$ cat config.mk
export PLATFORM = sky130hd
export DESIGN_NAME = fpu_issue_ctrl
export DESIGN_NICKNAME = d
export VERILOG_FILES = /design/src/rtl/fpu_issue_ctrl.sv
export SDC_FILE = /design/constraint.sdc
export NUM_CORES = 1
export LEC_CHECK = 0
export ABC_CLOCK_PERIOD_IN_PS = 2650
export BUFFER_PORTS_ARGS = -buffer_cell sky130_fd_sc_hd__buf_4
export CAP_MARGIN = 10
export CORE_MARGIN = 4
export CORE_UTILIZATION = 42
export CTS_CLUSTER_DIAMETER = 100
export DETAILED_ROUTE_END_ITERATION = 8
export PLACE_DENSITY = 0.74
export SLEW_MARGIN = 30
export SYNTH_ARGS = -nofsm -noshare
export SYNTH_HDL_FRONTEND = slang
export SYNTH_SLANG_ARGS = --single-unit
$ cat constraint.sdc
create_clock -name clk -period 2.65 [get_ports clk]
set_clock_uncertainty 0.15 [all_clocks]
set_input_delay 0.6625 -clock clk [delete_from_list [all_inputs] [get_ports clk]]
set_output_delay 0.6625 -clock clk [all_outputs]
set_load 0.03 [all_outputs]
$ cat src/rtl/fpu_issue_ctrl.sv
`default_nettype none
// ============================================================================
// Module   : fpu_issue_ctrl
// Purpose  : EX-stage issue/stall/write-back sequencer for the multi-cycle FPU.
// Revision : 1.0 - initial release
// ============================================================================
module fpu_issue_ctrl #(
  parameter int TIMEOUT = 64,
  parameter int CNT_W   = 7
) (
  input  logic        clk,
  input  logic        rst_n,
  input  logic        valid_in,
  input  logic [19:0] ctrl,
  input  logic [4:0]  rd,
  input  logic [31:0] op_a,
  input  logic [31:0] op_b,
  input  logic        flush,
  output logic        stall,
  output logic        fpu_start,
  output logic [3:0]  fpu_op,
  output logic [31:0] fpu_a,
  output logic [31:0] fpu_b,
  input  logic        fpu_done,
  input  logic [31:0] fpu_result,
  output logic        wb_en,
  output logic        wb_float,
  output logic        wb_int,
  output logic [4:0]  wb_rd,
  output logic [31:0] wb_data,
  output logic        timeout_err
);

  typedef enum logic [2:0] {
    S_IDLE  = 3'd0,
    S_ISSUE = 3'd1,
    S_WAIT  = 3'd2,
    S_WB    = 3'd3,
    S_DRAIN = 3'd4
  } state_t;

  localparam logic [CNT_W-1:0] c_cnt_last = CNT_W'(TIMEOUT - 1);

  state_t           r_state;
  state_t           w_next;
  logic [CNT_W-1:0] r_cnt;
  logic             w_req;
  logic             w_cnt_last;
  logic             w_accept;
  logic             w_capture;

  assign w_req      = valid_in & ctrl[18];
  assign w_cnt_last = (r_cnt == c_cnt_last);

  always_comb begin
    w_next      = r_state;
    stall       = 1'b0;
    fpu_start   = 1'b0;
    wb_en       = 1'b0;
    timeout_err = 1'b0;
    w_accept    = 1'b0;
    w_capture   = 1'b0;
    case (r_state)
      S_IDLE: begin
        if (w_req && !flush) begin
          stall    = 1'b1;
          w_accept = 1'b1;
          w_next   = S_ISSUE;
        end
      end
      S_ISSUE: begin
        stall = 1'b1;
        if (flush) begin
          w_next = S_IDLE;
        end else begin
          fpu_start = 1'b1;
          w_next    = S_WAIT;
        end
      end
      S_WAIT: begin
        stall = 1'b1;
        // A done arriving with the flush is the killed op finishing, so skip DRAIN.
        if (flush) begin
          w_next = fpu_done ? S_IDLE : S_DRAIN;
        end else if (fpu_done) begin
          w_capture = 1'b1;
          w_next    = S_WB;
        end else if (w_cnt_last) begin
          timeout_err = 1'b1;
          w_next      = S_IDLE;
        end
      end
      S_WB: begin
        wb_en  = ~flush;
        w_next = S_IDLE;
      end
      S_DRAIN: begin
        stall = w_req;
        if (fpu_done || w_cnt_last) begin
          w_next = S_IDLE;
        end
      end
      default: w_next = S_IDLE;
    endcase
  end

  always_ff @(posedge clk or negedge rst_n) begin
    if (!rst_n) begin
      r_state <= S_IDLE;
      r_cnt   <= '0;
    end else begin
      r_state <= w_next;
      if (r_state == S_ISSUE) begin
        r_cnt <= '0;
      end else if (r_state == S_WAIT || r_state == S_DRAIN) begin
        r_cnt <= r_cnt + 1'b1;
      end
    end
  end

  always_ff @(posedge clk or negedge rst_n) begin
    if (!rst_n) begin
      fpu_op   <= '0;
      fpu_a    <= '0;
      fpu_b    <= '0;
      wb_float <= 1'b0;
      wb_int   <= 1'b0;
      wb_rd    <= '0;
      wb_data  <= '0;
    end else begin
      if (w_accept) begin
        fpu_op   <= {ctrl[19], ctrl[10:8]};
        fpu_a    <= op_a;
        fpu_b    <= op_b;
        wb_float <= ctrl[15];
        wb_int   <= ctrl[4];
        wb_rd    <= rd;
      end
      if (w_capture) begin
        wb_data <= fpu_result;
      end
    end
  end

endmodule
`default_nettype wire

; ---- Word level (Yosys, flattened, before mapping)
; Cells that the tools add are included.
[totals]
input_bits = 126
register_bits = 117
elab_cells = 51
out_inout_bits = 111
[op_classes]
n_bitwise = 2
n_reduce_logical = 8
eq_ne = 8
n_mux = 23
n_addsub = 1
[ops]
columns = op, count
row1 = $mux W3, 6
row2 = $mux W7, 2
row3 = $mux W1, 12
row4 = $pmux W3 S4, 1
row5 = $add A7 B1 Y7 const B, 1
row6 = $eq A7 B6 Y1 const B, 1
row7 = $eq A3 B2 Y1 const B, 2
row8 = $ne A2 B2 Y1 const B, 2
row9 = $ne A4 B4 Y1 const B, 1
row10 = $eq A3 B1 Y1 const B, 1
row11 = $eq A3 B3 Y1 const B, 1
row12 = $logic_not A3 Y1, 1
row13 = $pmux W1 S3, 1
row14 = $reduce_and A3 Y1, 1
row15 = $logic_or A1 B1 Y1, 2
row16 = $mux W2, 1
row17 = $reduce_bool A2 Y1, 1
row18 = $reduce_or A2 Y1, 1
row19 = $and A1 B1 Y1, 1
row20 = $logic_and A1 B1 Y1, 1
row21 = $logic_not A1 Y1, 1
row22 = $not A1 Y1, 1

; ---- Longest topological paths before layout
; Gate-level depths: netlist of the first run.
[logic_depth]
depth_word = 5
depth_mapped = 7
depth_no_buf = 4

; ---- Worst setup path before layout of the first run
; OpenSTA, ideal clock, no wires.
[synth_path]
kind = flip-flop to output port
startpoint = register r_state[1]
endpoint = output port fpu_start
path_buffers = 2
slack_ps = 190
arrival_ps = 1647
stages_incl_launch_ff = 5
required_time_ps = 1837
cell_sequence = dfrtp_1 -> buf_6 -> or2_2 -> clkbuf_1 -> nor3_1
[synth_between]
elab_chain_cells = 2
[synth_rtl]
columns = element, line
row1 = start: declaration, 44  ; state_t r_state;
row2 = start signal: assignment, 112  ; r_state <= w_next;
row3 = $eq A3 B1 Y1, 63  ; case (r_state)
row4 = $mux W1, 63
row5 = end: declaration, 20  ; output logic fpu_start,
; Every way passes these cells.

; ---- Worst setup path in the final report of the first run
[layout_path]
startpoint = register r_cnt[0]
endpoint = output port timeout_err
[layout_between]
elab_chain_cells = 5
[layout_rtl]
columns = element, line
row1 = start: declaration, 46  ; logic [CNT_W-1:0] r_cnt;
row2 = start signal: assignment, 116  ; r_cnt <= r_cnt + 1'b1;
row3 = $eq A7 B6 Y1, 53  ; assign w_cnt_last = (r_cnt == c_cnt_last);
row4 = $mux W1, 88  ; end else if (w_cnt_last) begin
row5 = $mux W1, 85  ; end else if (fpu_done) begin
row6 = $mux W1, 83  ; if (flush) begin
row7 = $mux W1, 63
row8 = end: declaration, 31  ; output logic timeout_err
; Every way passes these cells.

==> impl_summary.log, run 1 <==
INFO  metric min_period = between 2 and 3 ns
INFO  metric ctsRootBufferMaster = sky130_fd_sc_hd__clkbuf_16
INFO  metric critical_path_class = flop to output pin
INFO  metric synthesis.yosys.warnings = 0
INFO  metric worst-r2r-setup-slack = just over 0.6 ns
INFO  metric num_vias = between 3000 and 4000
INFO  metric synth_area_leaders = sky130_fd_sc_hd__dfrtp_1, sky130_fd_sc_hd__mux2_2, sky130_fd_sc_hd__mux2_4
INFO  metric syn-cell-area = between 4000 and 5000 um2
INFO  metric cts.htree.levels = 4
INFO  metric min_period_over_period = 0.980
INFO  metric arrival = between 1.5 and 2 ns
INFO  metric fillers = between 800 and 900
INFO  metric clk_pin_slew_worst_paths = around 0.050 ns
INFO  metric drt_drc_violations_left = 0
INFO  metric worst_skew_pair.late_latency = 0.41 ns
INFO  metric postLayoutCoreUtil = 0.661
INFO  metric crit_fanout = 6
INFO  metric setup.worst_path.start_class = flop
INFO  metric number_of_nets_at_the_end_of_the_flow = 666
INFO  metric gpl.final_weighted_congestion = 0.771
INFO  metric cp.required = 1.84 ns
INFO  metric cap_viol_max_count = 0
INFO  metric total_power = 0.00792 W
INFO  metric ys_seq_area_frac = 0.605
INFO  metric static_leakage = between 3 and 4 nW
INFO  metric avgRoutedWirePerCell = between 15 and 20 um
INFO  metric antennaDiodeCount = 0
INFO  metric die_x = approximately 120 um
INFO  metric layout_common_cells = sky130_fd_sc_hd__buf_4, sky130_fd_sc_hd__dfrtp_1, sky130_fd_sc_hd__mux2_2
INFO  metric floorplan.initialDensity = 0.437
INFO  metric drt_iter0_drc = around 130
INFO  metric cts_inserted_buffers = 17
INFO  metric setup_viol_count_final = 0
INFO  metric final_hold_viol_count = 0
INFO  metric global_route.usage.total = 0.182
INFO  metric yosysTopAreaCellShare = 0.605
INFO  metric numPortBuffers = approximately 220
INFO  metric die_footprint = around 13000 um2
INFO  metric chipHeight = 115 um
INFO  metric timing.hold.worst.class = input pin to flop
INFO  metric startpoint = r_cnt[0]
INFO  metric floorplan.io_pins = ~240
INFO  metric worst_hold_startpoint = fpu_done
INFO  metric worstRegToRegCells = 4
INFO  metric drt-vias-per-instance = between 4 and 5
INFO  metric detailed_routing_iterations_pass_1 = 4
INFO  metric wl = approximately 12000 um
INFO  metric floorplan.rows = 38
INFO  metric p_per_area = ~1100 nW/um2
INFO  metric report.final.slew_viol_count = 0
INFO  metric final_cell_area = around 7300 um2
INFO  metric cts.sinks = about 120
INFO  metric most_common_cell_after_layout_fill_and_taps_aside = sky130_fd_sc_hd__buf_4
INFO  metric yosysUniqueCellTypes = 38
INFO  metric synth_seq_cells = roughly 120
INFO  metric antenna_violating_nets_post_route = 0
INFO  metric timing.hold.worst_endpoint = r_state[2]
INFO  metric grt_antenna_before_repair = 0
INFO  metric worstSetupEndpointType = output pin
INFO  metric grt_pass1_wl = 18600 um
INFO  metric status = finished, final reports clean
INFO  metric globalRouteOverflowTotal = 0
INFO  metric regToRegEndpoint = fpu_a[10]
INFO  metric syn_to_final_growth = 51.2%
INFO  metric dp_hpwl = 8760 um
INFO  metric synth.net_count = 428
INFO  metric worst_setup_slack_after_layout = approximately 0.052 ns
INFO  metric synth_cells = about 300
INFO  metric timing.slew.headroom = 0.559
INFO  metric hold_path_depth = 2
INFO  metric placement.cell_area = 6620 um2
INFO  metric clock_tree_from_tritoncts = built
INFO  metric grt_setup_unrepaired = yes
INFO  metric first_global_vias = between 3000 and 4000
INFO  metric grt_max_degree = 74
INFO  metric layout-drive-gt1-share = 0.699
INFO  metric tightestPinTransition = ~0.66 ns
INFO  metric regToRegStartpoint = r_state[0]
INFO  metric max-clock-path-buffers = 2
INFO  metric design.core.area = 11100 um2
INFO  metric syn_avg_cell_area = 16.1 um2
INFO  metric vdd_ir_drop_max = 0.666 mV
INFO  metric synth_area_leader_cell = sky130_fd_sc_hd__dfrtp_1
INFO  metric pre_cts_ws = roughly 0.21 ns
INFO  metric max_freq = roughly 0.38 GHz
report_power, final:
part | switching [W] | total, W | internal [W]
clock | 0.000753 | 0.00235 | 0.00159
sequential | 0.000315 | 0.00265 | 0.00233
combinational | 0.00161 | 0.00293 | 0.00132
total | 0.00267 | 0.00792 | 0.00524
logic make-up after synthesis:
family / after synthesis / synth area share
flops: 117 / 0.605
mux: 107 / 0.279
simple gates: 38 / 0.0457
buf+inv: 19 / 0.0388
compound gates: 17 / 0.0256
xor+xnor: 2 / 0.00362
fa+ha+maj: 1 / 0.00258
cell usage after synthesis:
cell                        count
sky130_fd_sc_hd__or2_2          1
sky130_fd_sc_hd__buf_4          4
sky130_fd_sc_hd__a221oi_1       1
sky130_fd_sc_hd__nand2_1        7
sky130_fd_sc_hd__o311ai_0       1
sky130_fd_sc_hd__mux2_4        39
sky130_fd_sc_hd__clkbuf_2       1
sky130_fd_sc_hd__nor3_4         1
sky130_fd_sc_hd__buf_12         5
sky130_fd_sc_hd__and3b_1        1
sky130_fd_sc_hd__and2_4         1
sky130_fd_sc_hd__mux2_2        68
sky130_fd_sc_hd__o211ai_1       1
sky130_fd_sc_hd__nor4_1         2
sky130_fd_sc_hd__a31o_2         1
sky130_fd_sc_hd__ha_1           1
sky130_fd_sc_hd__buf_2          3
sky130_fd_sc_hd__nor2b_1        2
sky130_fd_sc_hd__buf_6          2
sky130_fd_sc_hd__nand3_1        5
sky130_fd_sc_hd__xnor2_1        1
sky130_fd_sc_hd__or4_1          3
sky130_fd_sc_hd__a41oi_1        1
sky130_fd_sc_hd__or4b_2         1
sky130_fd_sc_hd__nor3_1         5
sky130_fd_sc_hd__a2bb2oi_1      1
sky130_fd_sc_hd__nand2b_1       3
sky130_fd_sc_hd__a21o_1         1
sky130_fd_sc_hd__a211oi_1       4
sky130_fd_sc_hd__xor2_1         1
sky130_fd_sc_hd__o21ai_0        2
sky130_fd_sc_hd__nor2_1         5
sky130_fd_sc_hd__clkbuf_1       2
sky130_fd_sc_hd__o211a_1        1
sky130_fd_sc_hd__nand3_2        1
sky130_fd_sc_hd__dfrtp_1      117
sky130_fd_sc_hd__inv_1          2
sky130_fd_sc_hd__a21oi_1        3
per-stage QoR:
stage | instances | setup TNS (ns) | hold slack (ns)
2_1_floorplan | 301 | 0 | 0.217
3_3_place_gp | 655 | 0 | 0.340
3_5_place_dp | 655 | 0 | 0.344
4_1_cts | 690 | 0 | 0.267
5_1_grt | 692 | -0.00984 | 0.271
6_report | 692 | 0 | 0.283
how the worst max path moves through the flow:
stage / endpoint / depth (start not counted)
2_1_floorplan: fpu_start / 4
3_3_place_gp: timeout_err / 4
5_1_grt: timeout_err / 5
4_1_cts: timeout_err / 5
6_report: timeout_err / 5
3_5_place_dp: timeout_err / 4
layout make-up:
class,instances,area [um2],area share
Timing Repair Buffer,236,1830,0.250
Multi-Input combinational cell,165,1760,0.240
Sequential cell,117,2930,0.400
Clock buffer,23,498,0.0680
Tap cell,140,175,0.0239
Inverter,2,7.51,0.00103
Clock inverter,9,123,0.0167
critical path, stage by stage, from the launching register on:
cell	delay [ns]
sky130_fd_sc_hd__dfrtp_1	0.39
sky130_fd_sc_hd__ha_4	0.17
sky130_fd_sc_hd__nand2_4	0.07
sky130_fd_sc_hd__or4_4	0.51
sky130_fd_sc_hd__nor2_4	0.10
sky130_fd_sc_hd__buf_6	0.13
state kept, by name, indices dropped and copies added, names as in the netlist:
signal    count
fpu_a        32
fpu_b        32
wb_data      32
r_cnt         7
wb_rd         5
fpu_op        4
r_state       3
wb_float      1
wb_int        1
routing by layer:
metal	global-route usage	up-vias	routed length, um
li1	-	1556	-
met1	0.206	1621	4310
met2	0.297	148	5860
met3	0.0747	24	1140
met4	0.0915	0	341
met5	0	-	0
what timing repair did:
action / in CTS / in global routing
endpoints found under the setup margin: 3 / 2
pin swaps: 1 / 0
hold buffers: 1 / 0
resized for setup: 7 / 4
hold endpoints to repair: 8 / 0
buffers inserted: 2 / 2
(Power assumes the default switching activity.)
==> inputs of run 2 (changes only) <==
--- a/config.mk
+++ b/config.mk
@@ -9,10 +9,10 @@
 export BUFFER_PORTS_ARGS = -buffer_cell sky130_fd_sc_hd__buf_4
 export CAP_MARGIN = 10
 export CORE_MARGIN = 4
-export CORE_UTILIZATION = 42
+export CORE_UTILIZATION = 46
 export CTS_CLUSTER_DIAMETER = 100
 export DETAILED_ROUTE_END_ITERATION = 8
-export PLACE_DENSITY = 0.74
+export PLACE_DENSITY = 0.8
 export SLEW_MARGIN = 30
 export SYNTH_ARGS = -nofsm -noshare
 export SYNTH_HDL_FRONTEND = slang
==> run 2 against run 1 <==
  * The flow now finishes with violations (negative setup slack)
  * Worst setup slack worse by 0.11 ns
  * Non-clock buffer count fell by 2
  * Sequential share of layout area is 0.22 points higher
  * Register-to-register slack better by 0.12 ns
  * Critical path type unchanged
==> impl_summary.log, run 2 (synthesized netlist as in run 1, its figures left out) <==
INFO  metric status = finished, violations left
INFO  metric failing_checks = negative setup slack
INFO  metric tightestPinTransition = 0.743 ns (+0.0868 ns)
INFO  metric grt_setup_unrepaired = yes
INFO  metric critical_path_class = flop to output pin
INFO  metric number_of_nets_at_the_end_of_the_flow = 664 (-0.30%)
INFO  metric critical_path.max_stage_delay = 0.52 ns (about the same)
INFO  metric path_buf_inv = 1 (unchanged)
INFO  metric regToRegEndpoint = fpu_a[17]
INFO  metric drt_drc_violations_left = 0 (unchanged)
INFO  metric timing.critical_path.cells = ha_4, nand2_4, or4_4, nor2_4, buf_6
INFO  metric num_vias = 3372 (+0.69%)
INFO  metric floorplan.initialDensity = 0.471 (+0.0341)
INFO  metric placement.cell_area = 6600 um2 (-0.26%)
INFO  metric min_period_over_period = 1.02 (+0.0426)
INFO  metric layout-drive-gt1-share = 0.693 (-0.00655)
INFO  metric max_freq = 0.369 GHz (-4.2%)
INFO  metric timing.hold.ws = 0.0258 ns (-0.257 ns)
INFO  metric dp_hpwl = 8320 um (-5.0%)
INFO  metric global_route.usage.total = 0.190 (+0.00845)
INFO  metric worstRegToRegCells = 4 (unchanged)
INFO  metric floorplan.io_pins = 237 (unchanged)
INFO  metric static_leakage = 3.58 nW (-0.73%)
INFO  metric grt_max_degree = 71 (-4.1%)
INFO  metric cts_inserted_buffers = 17 (unchanged)
INFO  metric final_hold_viol_count = 0 (unchanged)
INFO  metric cpLargestDelayFamily = simple AND/OR/NAND/NOR gates
INFO  metric min_period = 2.71 ns (+0.113 ns)
INFO  metric arrival = 1.90 ns (+0.11 ns)
INFO  metric vdd_ir_drop_max = 0.652 mV (-2.1%)
INFO  metric timing.hold.worst.class = input pin to async pin
INFO  metric avgRoutedWirePerCell = 16.8 um (-0.44%)
INFO  metric crit_fanout = 6 (unchanged)
INFO  metric first_global_vias = 3676 (-1.8%)
INFO  metric antenna_violating_nets_post_route = 0 (unchanged)
INFO  metric drt-vias-per-instance = 4.92 (+1.6%)
INFO  metric cts.sinks = 117 (unchanged)
INFO  metric design.core.area = 10300 um2 (-7.2%)
INFO  metric clk_pin_slew_worst_paths = 0.06 ns (about the same)
INFO  metric final.setup.tns = -0.0612 ns (-0.0612 ns)
INFO  metric worst_setup_slack_after_layout = -0.0612 ns (-0.113 ns)
INFO  metric wl = 11500 um (-1.3%)
INFO  metric p_per_area = 1080 nW/um2 (+0.13%)
INFO  metric grt_pass1_wl = 18600 um (about the same)
INFO  metric grt_antenna_before_repair = 0 (unchanged)
INFO  metric total_power = 0.00788 W (-0.51%)
INFO  metric regToRegStartpoint = r_state[0]
INFO  metric max-clock-path-buffers = 2 (unchanged)
INFO  metric report.final.slew_viol_count = 0 (unchanged)
INFO  metric worst-r2r-setup-slack = 0.73 ns (+0.12 ns)
INFO  metric drt_iter0_drc = 163 (+23%)
INFO  metric globalRouteOverflowTotal = 0 (unchanged)
INFO  metric ctsRootBufferMaster = sky130_fd_sc_hd__clkbuf_8
INFO  metric worstSetupEndpointType = output pin
INFO  metric hold_buffers = 0 (-1)
INFO  metric die_x = 111 um (-4.1%)
INFO  metric postLayoutCoreUtil = 0.708 (+0.0470)
INFO  metric clock_tree_from_tritoncts = built
INFO  metric reg.largest.list = fpu_a (32), fpu_b (32), wb_data (32)
INFO  metric cp.required = 1.84 ns (about the same)
INFO  metric final_cell_area = 7270 um2 (-0.63%)
INFO  metric floorplan.rows = 37 (-2.6%)
INFO  metric worst_skew_pair.late_latency = 0.50 ns (+0.09 ns)
INFO  metric numPortBuffers = 223 (unchanged)
INFO  metric setup_viol_count_final = 1 (+1)
INFO  metric critical-path-slowest-cell = sky130_fd_sc_hd__or4_4
INFO  metric layout_common_cells = sky130_fd_sc_hd__buf_4, sky130_fd_sc_hd__dfrtp_1, sky130_fd_sc_hd__mux2_2
INFO  metric gpl.final_weighted_congestion = 0.840 (+9.0%)
INFO  metric setup.worst_path.start_class = flop
INFO  metric syn_to_final_growth = 50.2%
INFO  metric cap_viol_max_count = 0 (unchanged)
INFO  metric most_common_cell_after_layout_fill_and_taps_aside = sky130_fd_sc_hd__buf_4
INFO  metric detailed_routing_iterations_pass_1 = 4 (unchanged)
INFO  metric chipHeight = 111 um (-4.1%)
INFO  metric die_footprint = 12200 um2 (-8.1%)
INFO  metric antennaDiodeCount = 0 (unchanged)
INFO  metric timing.slew.headroom = 0.501 (-0.0583)
INFO  metric cts.htree.levels = 4 (unchanged)
run 2: timing repair:
| item | in CTS | in global routing |
|---|---|---|
| setup buffers | 3 | 0 |
| endpoints found under the hold margin | 0 | 0 |
| pin swaps | 2 | 1 |
| gates resized for setup | 9 | 1 |
| endpoints found under the setup margin | 2 | 2 |
run 2: power breakdown:
part	switching, W	internal, W	leakage [nW]	total [W]
sequential	0.000315	0.00233	1.43	0.00264
clock	0.000753	0.00157	0.292	0.00232
combinational	0.00160	0.00131	1.86	0.00291
run 2: area by class of cell:
type,instances,area [um2]
Clock buffer,23,457
Timing Repair Buffer,234,1800
Sequential cell,117,2930
Multi-Input combinational cell,165,1760
Tap cell,136,170
Fill cell,736,3000
Clock inverter,9,150
Inverter,2,7.51
run 2: metal layers:
layer | global-route usage | up-vias | routed length, um
li1 | - | 1552 | -
met1 | 0.221 | 1632 | 4410
met2 | 0.312 | 167 | 5770
met3 | 0.0816 | 21 | 1030
met4 | 0.0764 | 0 | 285
met5 | 0 | - | 0
run 2: worst register-to-register path, stage by stage (launching register included):
cell                      delay (ns)
sky130_fd_sc_hd__dfrtp_1        0.45
sky130_fd_sc_hd__nor3_4         0.30
sky130_fd_sc_hd__and2_4         0.25
sky130_fd_sc_hd__buf_12         0.25
sky130_fd_sc_hd__mux2_2         0.40
run 2: worst max-delay path by stage:
stage / from / slack, ns / cells after the start / to
floorplan: r_state[1] / 0.19 / 4 / fpu_start
global placement: fpu_done / 0.21 / 4 / timeout_err
detailed placement: fpu_done / 0.22 / 4 / timeout_err
CTS: r_cnt[1] / -0.12 / 5 / timeout_err
global route: r_cnt[1] / -0.15 / 5 / timeout_err
finish: r_cnt[1] / -0.06 / 5 / timeout_err
run 2: through the flow:
stage          std cells  setup WS [ns]
5_1_grt              686         -0.147
4_1_cts              686         -0.116
2_1_floorplan        301          0.190
3_3_place_gp         651          0.207
3_5_place_dp         651          0.222
6_report             686        -0.0612
==> inputs of run 3 (changes only) <==
--- a/config.mk
+++ b/config.mk
@@ -8,11 +8,10 @@
 export ABC_CLOCK_PERIOD_IN_PS = 2650
 export BUFFER_PORTS_ARGS = -buffer_cell sky130_fd_sc_hd__buf_4
 export CAP_MARGIN = 10
-export CORE_MARGIN = 4
-export CORE_UTILIZATION = 46
+export CORE_UTILIZATION = 38
 export CTS_CLUSTER_DIAMETER = 100
 export DETAILED_ROUTE_END_ITERATION = 8
-export PLACE_DENSITY = 0.8
+export PLACE_DENSITY = 0.68
 export SLEW_MARGIN = 30
 export SYNTH_ARGS = -nofsm -noshare
 export SYNTH_HDL_FRONTEND = slang
==> run 3 against run 2 <==
  * The run now ends clean
  * Critical path depth is the same
  * Sequential power is essentially flat
  * Count of clock-buffer cells in the layout down 2
  * Largest cell class unchanged
  * Cell area is 0.69% higher
  * Flip-flop and latch count unchanged
  * Utilization down 11 points
  * Highest routed layer unchanged
  * Power grew 0.33%
  * Critical path type unchanged
  * Cell count up 4.4%
  * Fmax is 3.8% higher
  * Wire length is 6.1% lower
  * First-iteration DRC count decreased by 44%
==> impl_summary.log, run 3 (synthesized netlist as in run 1, its figures left out) <==
INFO  metric status = finished, final reports clean
INFO  metric wl = 10800 um (-6.1%)
INFO  metric total_power = 0.00790 W (+0.33%)
INFO  metric clockPowerShare = 0.304 (+0.009)
INFO  metric p_per_area = 1080 nW/um2 (-0.35%)
INFO  metric power_switching_share = 0.335 (-0.00409)
INFO  metric gpl.final_weighted_congestion = 0.785 (-6.6%)
INFO  metric layout-drive-gt1-share = 0.695 (+0.00253)
INFO  metric tightestPinTransition = 0.733 ns (-0.0103 ns)
INFO  metric die_x = 115 um (+3.9%)
INFO  metric antennaDiodeCount = 0 (unchanged)
INFO  metric cts.htree.levels = 4 (unchanged)
INFO  metric placed_cells = 682 (+4.8%)
INFO  metric min_period = 2.61 ns (-0.0980 ns)
INFO  metric final_hold_viol_count = 0 (unchanged)
INFO  metric floorplan.initialDensity = 0.397 (-0.0746)
INFO  metric critical_path.max_stage_delay = 0.52 ns (about the same)
INFO  metric layout_common_cells = sky130_fd_sc_hd__buf_4, sky130_fd_sc_hd__dfrtp_1, sky130_fd_sc_hd__mux2_2
INFO  metric cap_viol_max_count = 0 (unchanged)
INFO  metric cts.sinks = 117 (unchanged)
INFO  metric clk_pin_slew_worst_paths = 0.05 ns (about the same)
INFO  metric max-clock-path-buffers = 2 (unchanged)
INFO  metric cts_inserted_buffers = 17 (unchanged)
INFO  metric setup_viol_count_final = 0 (-1)
INFO  metric num_vias = 3352 (-0.59%)
INFO  metric grt_pass1_wl = 16900 um (-9.2%)
INFO  metric global_route.usage.total = 0.169 (-0.0216)
INFO  metric power.switching = 0.00264 W (-0.88%)
INFO  metric drt_drc_violations_left = 0 (unchanged)
INFO  metric first_global_vias = 3440 (-6.4%)
INFO  metric power.internal = 0.00526 W (+0.95%)
INFO  metric globalRouteOverflowTotal = 0 (unchanged)
INFO  metric detailed_routing_iterations_pass_1 = 4 (unchanged)
INFO  metric crit_fanout = 6 (unchanged)
INFO  metric setup.worst_path.start_class = flop
INFO  metric avgRoutedWirePerCell = 15.1 um (-10%)
INFO  metric floorplan.rows = 40 (+8.1%)
INFO  metric p_seq_frac = 0.333 (-0.003)
INFO  metric finish.cell_count_without_fillers = 716 (+4.4%)
INFO  metric clock_tree_from_tritoncts = built
INFO  metric worst_skew_pair.late_latency = 0.40 ns (-0.10 ns)
INFO  metric syn_to_final_growth = 51.3%
INFO  metric number_of_nets_at_the_end_of_the_flow = 663 (-0.15%)
INFO  metric arrival = 1.80 ns (-0.10 ns)
INFO  metric timing.hold.ws = 0.0471 ns (+0.0213 ns)
INFO  metric hold_buffers = 0 (unchanged)
INFO  metric drt_iter0_drc = 91 (-44%)
INFO  metric timing.hold.worst.class = input pin to async pin
INFO  metric ctsRootBufferMaster = sky130_fd_sc_hd__clkbuf_16
INFO  metric critical-path-slowest-cell = sky130_fd_sc_hd__or4_4
INFO  metric final_cell_area = 7320 um2 (+0.69%)
INFO  metric die_footprint = 13200 um2 (+7.9%)
INFO  metric final.setup.tns = 0 ns (+0.0612 ns)
INFO  metric cp.required = 1.84 ns (about the same)
INFO  metric fillers = 1004 (+36%)
INFO  metric design.core.area = 12200 um2 (+19%)
INFO  metric reg.largest.list = fpu_a (32), fpu_b (32), wb_data (32)
INFO  metric grt_antenna_before_repair = 0 (unchanged)
INFO  metric power.combinational.fraction = 0.363 (-0.006)
INFO  metric worstSetupEndpointType = output pin
INFO  metric worst-r2r-setup-slack = 0.62 ns (-0.11 ns)
INFO  metric floorplan.io_pins = 237 (unchanged)
INFO  metric grt_max_degree = 62 (-13%)
INFO  metric report.final.slew_viol_count = 0 (unchanged)
INFO  metric timing.critical_path.cells = ha_2, nand2_4, or4_4, nor2_4, buf_6
INFO  metric drt-vias-per-instance = 4.68 (-4.8%)
INFO  metric dp_hpwl = 7770 um (-6.7%)
INFO  metric numPortBuffers = 223 (unchanged)
INFO  metric static_leakage = 3.60 nW (+0.44%)
INFO  metric critical_path_class = flop to output pin
INFO  metric register_area = 2930 um2 (about the same)
INFO  metric min_period_over_period = 0.986 (-0.0370)
INFO  metric multiInputGateArea = 1750 um2 (-0.57%)
INFO  metric max_freq = 0.383 GHz (+3.8%)
INFO  metric placement.cell_area = 6650 um2 (+0.68%)
INFO  metric timing.slew.headroom = 0.508 (+0.00693)
INFO  metric most_common_cell_after_layout_fill_and_taps_aside = sky130_fd_sc_hd__buf_4
INFO  metric vdd_ir_drop_max = 0.641 mV (-1.7%)
INFO  metric grt_setup_unrepaired = yes
INFO  metric chipHeight = 115 um (+3.9%)
INFO  metric antenna_violating_nets_post_route = 0 (unchanged)
-- run 3: what timing repair did --
item | in CTS | in global routing
hold endpoints to repair | 0 | 0
buffers inserted | 3 | 0
resized for setup | 5 | 3
setup endpoints to repair | 1 | 2
pin swaps | 1 | 1
-- run 3: cell type report --
| type | instances | share of cell area |
|---|---|---|
| multi-input cells | 165 | 0.239 |
| flip-flops and latches | 117 | 0.400 |
| clock buffers | 21 | 0.0642 |
| clock inverters | 10 | 0.0208 |
| inverters | 2 | 0.00102 |
| repair buffers | 233 | 0.246 |
| well taps | 168 | 0.0287 |
-- run 3: worst paths after layout --
kind / startpoint / to / cells after the start
min in group clk: fpu_done / r_state[2] / 2
min: rst_n / wb_data[13] / 1
max: r_cnt[0] / timeout_err / 5
min reg2reg: fpu_a[12] / fpu_a[12] / 1
max reg2reg: r_state[1] / fpu_a[31] / 4
max in group asynchronous: rst_n / fpu_a[29] / 2
-- run 3: power groups by stage --
stage / Clock (W) / Sequential (W) / Combinational (W)
floorplan: 0 / 0.00366 / 0.000684
CTS: 0.00246 / 0.00264 / 0.00289
detailed placement: 0 / 0.00266 / 0.00285
global placement: 0 / 0.00263 / 0.00282
finish: 0.00240 / 0.00264 / 0.00287
global route: 0.00255 / 0.00271 / 0.00301
-- run 3: stage by stage --
step	utilization	worst slack, ns
final	0.600	0.0368
after detailed placement	0.544	0.209
after CTS	0.599	0.00202
after global routing	0.600	-0.0441
after global placement	0.544	0.205
after floorplan	-	0.190
-- run 3: worst max-delay path, delay by kind of cell (launching register included) --
family,cells,cell delay [ns]
AND/OR/NAND/NOR,3,0.70
flip-flops,1,0.35
buffers and inverters,1,0.13
adder cells (fa/ha/maj),1,0.21
-- run 3: routing by layer --
metal / vias up / track usage / part of all wire
met5: - / 0 / 0
met3: 14 / 0.0828 / 0.095
li1: 1540 / - / -
met4: 0 / 0.0719 / 0.015
met2: 140 / 0.268 / 0.49
met1: 1658 / 0.194 / 0.40
